--- src/rtl/sevenseg_mux_driver_if.sv ---
// Datapath-facing bundle of the seven-segment scanner: display data and
// controls in, registered pin drives out.
interface sevenseg_mux_driver_if #(
  parameter int unsigned NUM_DIGITS = 4
);
  logic [4*NUM_DIGITS-1:0] value;
  logic [NUM_DIGITS-1:0]   dp;
  logic                    load;
  logic [NUM_DIGITS-1:0]   digit_en;
  logic                    lzb_en;
  logic [3:0]              brightness;
  logic [6:0]              seg;
  logic                    seg_dp;
  logic [NUM_DIGITS-1:0]   an;
  logic                    frame_done;

  modport master (
    output value, dp, load, digit_en, lzb_en, brightness,
    input  seg, seg_dp, an, frame_done
  );

  modport slave (
    input  value, dp, load, digit_en, lzb_en, brightness,
    output seg, seg_dp, an, frame_done
  );
endinterface

--- src/rtl/sevenseg_mux_driver.sv ---
// Time-multiplexed N-digit seven-segment scanner with prescaled refresh,
// frame-aligned (tear-free) data load, leading-zero blanking and 16-step PWM.
module sevenseg_mux_driver #(
  parameter int unsigned NUM_DIGITS = 4,
  parameter int unsigned PRESCALE   = 100000,
  parameter bit          ACTIVE_LOW = 1'b1
) (
  input  logic                 clk,
  input  logic                 rst_n,
  sevenseg_mux_driver_if.slave bus
);

  localparam int unsigned VAL_W   = 4 * NUM_DIGITS;
  localparam int unsigned CNT_MAX = PRESCALE / 16 - 1;
  localparam int unsigned CNT_W   = (CNT_MAX > 0) ? $clog2(CNT_MAX + 1) : 1;
  localparam int unsigned IDX_W   = $clog2(NUM_DIGITS);

  localparam logic [6:0]            SEG_OFF = ACTIVE_LOW ? 7'h7F : 7'h00;
  localparam logic [NUM_DIGITS-1:0] AN_OFF  = ACTIVE_LOW ? '1 : '0;

  logic [CNT_W-1:0]      cnt_q,        cnt_d;
  logic [3:0]            phase_q,      phase_d;
  logic [IDX_W-1:0]      idx_q,        idx_d;
  logic                  frame_done_q, frame_done_d;
  logic [VAL_W-1:0]      stg_val_q,    stg_val_d;
  logic [NUM_DIGITS-1:0] stg_dp_q,     stg_dp_d;
  logic [VAL_W-1:0]      disp_val_q,   disp_val_d;
  logic [NUM_DIGITS-1:0] disp_dp_q,    disp_dp_d;
  logic [6:0]            seg_q,        seg_d;
  logic                  seg_dp_q,     seg_dp_d;
  logic [NUM_DIGITS-1:0] an_q,         an_d;

  logic                  cnt_tc;
  logic                  slot_end;
  logic                  wrap;
  logic [3:0]            nib;
  logic                  dig_dp;
  logic                  dig_en;
  logic                  lz_run;
  logic                  lz_blank;
  logic                  lit;
  logic [NUM_DIGITS-1:0] an_sel;

  function automatic logic [6:0] hex7(input logic [3:0] n);
    case (n)
      4'h0:    hex7 = 7'h3F;
      4'h1:    hex7 = 7'h06;
      4'h2:    hex7 = 7'h5B;
      4'h3:    hex7 = 7'h4F;
      4'h4:    hex7 = 7'h66;
      4'h5:    hex7 = 7'h6D;
      4'h6:    hex7 = 7'h7D;
      4'h7:    hex7 = 7'h07;
      4'h8:    hex7 = 7'h7F;
      4'h9:    hex7 = 7'h6F;
      4'hA:    hex7 = 7'h77;
      4'hB:    hex7 = 7'h7C;
      4'hC:    hex7 = 7'h39;
      4'hD:    hex7 = 7'h5E;
      4'hE:    hex7 = 7'h79;
      default: hex7 = 7'h71;
    endcase
  endfunction

  // Scan timing, staging capture and frame-boundary display update.
  always_comb begin
    cnt_tc   = (cnt_q == CNT_W'(CNT_MAX));
    slot_end = cnt_tc && (phase_q == 4'hF);
    wrap     = slot_end && (idx_q == IDX_W'(NUM_DIGITS - 1));

    cnt_d   = cnt_tc ? '0 : cnt_q + CNT_W'(1);
    phase_d = cnt_tc ? phase_q + 4'd1 : phase_q;
    idx_d   = idx_q;
    if (slot_end) begin
      idx_d = wrap ? '0 : idx_q + IDX_W'(1);
    end
    frame_done_d = wrap;

    stg_val_d = bus.load ? bus.value : stg_val_q;
    stg_dp_d  = bus.load ? bus.dp    : stg_dp_q;
    // Display regs sample the pre-edge staging, so a load on the wrap cycle waits a frame.
    disp_val_d = wrap ? stg_val_q : disp_val_q;
    disp_dp_d  = wrap ? stg_dp_q  : disp_dp_q;
  end

  // Select the current digit; lz_run stays set while every digit so far is zero.
  always_comb begin
    nib      = 4'h0;
    dig_dp   = 1'b0;
    dig_en   = 1'b0;
    lz_blank = 1'b0;
    an_sel   = '0;
    lz_run   = bus.lzb_en;
    for (int i = 0; i < int'(NUM_DIGITS); i++) begin
      lz_run = lz_run && (disp_val_q[4*(NUM_DIGITS-1-i) +: 4] == 4'h0);
      if (idx_q == IDX_W'(i)) begin
        nib       = disp_val_q[4*(NUM_DIGITS-1-i) +: 4];
        dig_dp    = disp_dp_q[NUM_DIGITS-1-i];
        dig_en    = bus.digit_en[NUM_DIGITS-1-i];
        lz_blank  = lz_run && (i < int'(NUM_DIGITS) - 1);
        an_sel[i] = 1'b1;
      end
    end
  end

  // Pin values: PWM gate on the anode, segments dark whenever the anode is off.
  always_comb begin
    lit      = dig_en && (phase_q <= bus.brightness);
    an_d     = AN_OFF  ^ (lit ? an_sel : '0);
    seg_d    = SEG_OFF ^ ((lit && !lz_blank) ? hex7(nib) : 7'h00);
    seg_dp_d = ACTIVE_LOW ^ (lit && dig_dp);
  end

  always_ff @(posedge clk or negedge rst_n) begin
    if (!rst_n) begin
      cnt_q        <= '0;
      phase_q      <= 4'h0;
      idx_q        <= '0;
      frame_done_q <= 1'b0;
      stg_val_q    <= '0;
      stg_dp_q     <= '0;
      disp_val_q   <= '0;
      disp_dp_q    <= '0;
      seg_q        <= SEG_OFF;
      seg_dp_q     <= ACTIVE_LOW;
      an_q         <= AN_OFF;
    end else begin
      cnt_q        <= cnt_d;
      phase_q      <= phase_d;
      idx_q        <= idx_d;
      frame_done_q <= frame_done_d;
      stg_val_q    <= stg_val_d;
      stg_dp_q     <= stg_dp_d;
      disp_val_q   <= disp_val_d;
      disp_dp_q    <= disp_dp_d;
      seg_q        <= seg_d;
      seg_dp_q     <= seg_dp_d;
      an_q         <= an_d;
    end
  end

  assign bus.seg        = seg_q;
  assign bus.seg_dp     = seg_dp_q;
  assign bus.an         = an_q;
  assign bus.frame_done = frame_done_q;

endmodule

--- src/flat_wrapper.sv ---
// flat-port wrapper written by rule: the top's interface ports become plain ports
module sevenseg_mux_driver_flat 
#(
  parameter int unsigned NUM_DIGITS = 4,
  parameter int unsigned PRESCALE   = 100000,
  parameter bit          ACTIVE_LOW = 1'b1
)
  (clk, rst_n, bus_value, bus_dp, bus_load, bus_digit_en, bus_lzb_en, bus_brightness, bus_seg, bus_seg_dp, bus_an, bus_frame_done);
  sevenseg_mux_driver_if #(.NUM_DIGITS(NUM_DIGITS)) bus_i ();
  input  logic clk;
  input  logic rst_n;
  input wire logic [$bits(bus_i.value)-1:0] bus_value;
  input wire logic [$bits(bus_i.dp)-1:0] bus_dp;
  input wire logic [$bits(bus_i.load)-1:0] bus_load;
  input wire logic [$bits(bus_i.digit_en)-1:0] bus_digit_en;
  input wire logic [$bits(bus_i.lzb_en)-1:0] bus_lzb_en;
  input wire logic [$bits(bus_i.brightness)-1:0] bus_brightness;
  output wire logic [$bits(bus_i.seg)-1:0] bus_seg;
  output wire logic [$bits(bus_i.seg_dp)-1:0] bus_seg_dp;
  output wire logic [$bits(bus_i.an)-1:0] bus_an;
  output wire logic [$bits(bus_i.frame_done)-1:0] bus_frame_done;
  assign bus_i.value = bus_value;
  assign bus_i.dp = bus_dp;
  assign bus_i.load = bus_load;
  assign bus_i.digit_en = bus_digit_en;
  assign bus_i.lzb_en = bus_lzb_en;
  assign bus_i.brightness = bus_brightness;
  assign bus_seg = bus_i.seg;
  assign bus_seg_dp = bus_i.seg_dp;
  assign bus_an = bus_i.an;
  assign bus_frame_done = bus_i.frame_done;
  sevenseg_mux_driver #(.NUM_DIGITS(NUM_DIGITS), .PRESCALE(PRESCALE), .ACTIVE_LOW(ACTIVE_LOW)) u_core (.clk(clk), .rst_n(rst_n), .bus(bus_i));
endmodule
--- config.mk ---
export PLATFORM = sky130hd
export DESIGN_NAME = sevenseg_mux_driver_flat
export DESIGN_NICKNAME = d
export VERILOG_FILES = /design/src/rtl/sevenseg_mux_driver_if.sv /design/src/rtl/sevenseg_mux_driver.sv /design/src/flat_wrapper.sv
export SDC_FILE = /design/constraint.sdc
export NUM_CORES = 1
export LEC_CHECK = 0
export CAP_MARGIN = 20
export CORE_ASPECT_RATIO = 1.2
export CORE_MARGIN = 4
export CORE_UTILIZATION = 55
export CTS_CLUSTER_SIZE = 30
export DETAILED_ROUTE_END_ITERATION = 12
export PLACE_DENSITY = 0.8
export SYNTH_ARGS = -nofsm -noshare
export SYNTH_HDL_FRONTEND = slang
export SYNTH_SLANG_ARGS = --single-unit
--- constraint.sdc ---
create_clock -name clk -period 2.6 [get_ports clk]
set_input_delay 0.39 -clock clk [delete_from_list [all_inputs] [get_ports clk]]
set_output_delay 0.39 -clock clk [all_outputs]
set_load 0.03 [all_outputs]
==> flow_summary_export.csv <==
group,metric,value,unit
setup_path,crit_start,"u_core.idx_q[1]",
layout,post-route-util,0.6966,
logic_synthesis,yosysSeqAreaShare,0.5336,
setup_path,start_kind,"register",
cts,clkLatencyLatePin,0.34,ns
logic_synthesis,synth_top_cell_by_area,"dfrtp_1",
setup_path,critPathArrivalTime,2.64,ns
global_route,track_usage,0.1847,
route,drt-total-wl,6.114,mm
cts,ctsRootBufferMaster,"clkbuf_8",
die,fp-row-count,31,
layout,layout_common_cells,"60 x dfrtp_1, 45 x mux2_2, 43 x clkdlybuf4s50_1, 20 x nand2_1, 16 x ha_1",
cts,cts_tree,"yes",
route,met2_length,2.931,mm
die,coreArea,6012,um2
sta,slew_viol_final,0,
sta,hold_slack,0.07907,ns
logic_synthesis,synth_area_leaders,"dfrtp_1 44%, mux2_2 15%, dfstp_2 9.3%",
global_route,grt_start_max_net_pins,44,
route,m1WireLength,2.759,mm
cts,cts_buffers,9,
layout,area_growth,23.01,%
route,drc,0,
global_route,grt.overflow.total,0,
place,port-buffer-count,44,
logic_synthesis,syn-num-nets,322,
route,firstDrtPassIters,4,
place,place_congestion,0.9001,
route,routed.top_layer,"met4",
setup_path,crit_path_end_kind,"register",
sta,period_needed,2.379,ns
logic_synthesis,ys_seq_elements,72,
route,drt_iter0_markers,105,
min_path,hp-class,"primary input to async pin",
setup_path,worstRegToRegCells,9,
logic_synthesis,synth.top_cell.area_share,0.4410,
sta,max_freq,420.4,MHz
pwr,p_per_area,550.4,nW/um2
sta,hold_viol,0,
logic_synthesis,synth_area,3405,um2
die,dieWidth,79.82,um
die,num_io_pins,45,
cts,clock-sinks,72,
die,start_util,0.5663,
logic_synthesis,async_flop_share,1.000,
cts,cts_max_path_buffers,2,
place,hpwl,4.529,mm
layout,layout-drive-gt1-share,0.2659,
logic_synthesis,synthesis.instances,273,
route,vias,2192,
pwr,power.leakage,1.862,nW
sta,finalClockSkew,0.009723,ns
cts,clk_pin_slew,0.07,ns
setup_path,r2r-start,"u_core.idx_q[1]",
cts,htreeDepth,3,
sta,slew_headroom,0.5582,
outcome,status,"complete, no violations",
route,wl_per_cell,14.80,um
layout,antenna_cells,0,
setup_path,critical_path_required,2.86,ns
route,drt-vias-per-instance,5.308,
logic_synthesis,synth_edf_count,0,
logic_synthesis,yosysWarnings,0,
setup_path,reg2reg_slack,0.22,ns
route,dr_wl_met3,309,um
logic_synthesis,ys_types,39,
pwr,peakVddDrop,0.4550,mV
sta,post-route-period-util,0.9149,
global_route,antenna_found_initial,0,
cts,cts_setup_buffers,0,
logic_synthesis,avgSynthCellArea,12.47,um2
sta,setup_viol,0,
setup_path,critical_path_class,"register to register",
flow_run,drv_cap,0,
die,die_area,7518,um2
setup_path,cp_max_fo,8,
sta,tns,0,ns
setup_path,r2r-end,"u_core.bus.seg[1]",
layout,layout.nets,376,
logic_synthesis,synthFlopType,"dfrtp_1",
sta,rsz0062_at_grt,"no",
global_route,grt_pass1_wl,10.61,mm
layout,layout_commonest_cell,"dfrtp_1",
global_route,grt_pass1_vias,2275,
sta,worstMarginPinSlew,0.6628,ns
die,die_y,94.19,um
route,drtAntennaViolNets,0,
[timing repair]
action | 4_1_cts | 5_1_grt
setup endpoints to repair | 0 | 1
hold buffers | 0 | 0
gates resized for setup | 0 | 2
[cells by family after synthesis]
kind of cell	after synthesis	synth area share
flops	72	0.5336
simple gates	65	0.1077
mux	50	0.1635
compound gates	32	0.06542
buf+inv	23	0.03124
fa+ha+maj	17	0.06248
xor+xnor	14	0.03602
[routing by layer]
layer  vias to the layer above  track usage
met4                         0      0.06761
met5                         -            0
met3                        11      0.05566
met2                        50       0.2960
li1                       1071            -
met1                      1060       0.2367
[synthesized netlist by cell type, types with 5 or more instances]
master and number:
xor2_1 6, ha_1 17, dfrtp_1 60, o221ai_1 5, xnor2_1 8, nand3_1 7
dfstp_2 12, mux2i_1 5, nor2_1 10, mux2_2 45, a211oi_1 8, nand2_1 20
inv_1 13, a21oi_1 7
[sequential cells by signal, indices dropped and copies added (netlist names)]
name                   count
u_core.phase_q             4
u_core.stg_val_q          16
u_core.cnt_q              13
u_core.disp_val_q         16
u_core.idx_q               2
u_core.bus.seg_dp          1
u_core.bus.frame_done      1
u_core.bus.seg             7
u_core.disp_dp_q           4
u_core.bus.an              4
u_core.stg_dp_q            4
[area by class of cell]
cell class                 instances  area, um2
clock buffer                      12      155.1
tap                               82      102.6
multi-input combinational        178       1484
inverter                          13      48.80
fill                             429       1824
timing repair buffer              53      515.5
clock inverter                     3      65.06
sequential                        72       1817
[stage by stage]
| step | total power, W | setup slack (ns) | std cells | area, um2 |
|---|---|---|---|---|
| after CTS | 0.002330 | 0.2116 | 413 | 4185 |
| after floorplan | 0.001257 | 0.2344 | 273 | 3405 |
| after global routing | 0.002399 | 0.03983 | 413 | 4188 |
| after detailed placement | 0.001356 | 0.2463 | 398 | 3965 |
| after global placement | 0.001351 | 0.3397 | 398 | 3965 |
| final | 0.002305 | 0.2213 | 413 | 4188 |
[worst max path at each step]
stage	to	cells after the start
floorplan	u_core.bus.seg[1]	9
global placement	u_core.bus.seg[1]	9
detailed placement	u_core.bus.seg[3]	11
CTS	u_core.bus.seg[1]	9
global route	u_core.bus.seg[1]	9
finish	u_core.bus.seg[1]	9
[critical path: stages (launching register included)]
cell	delay [ns]
dfrtp_1	0.41
inv_1	0.10
ha_1	0.30
nor2b_1	0.12
a221o_1	0.33
a22oi_1	0.17
inv_1	0.13
ha_1	0.31
mux2_2	0.27
o221ai_1	0.17
[report_power, final]
group,total (W),switching (W),internal (W)
sequential,0.00118,0.0000167,0.00116
clock,0.000973,0.000387,0.000586
combinational,0.000153,0.0000647,0.0000883
total,0.00230,0.000468,0.00184
Note: power is estimated with default switching activity, not from simulation.
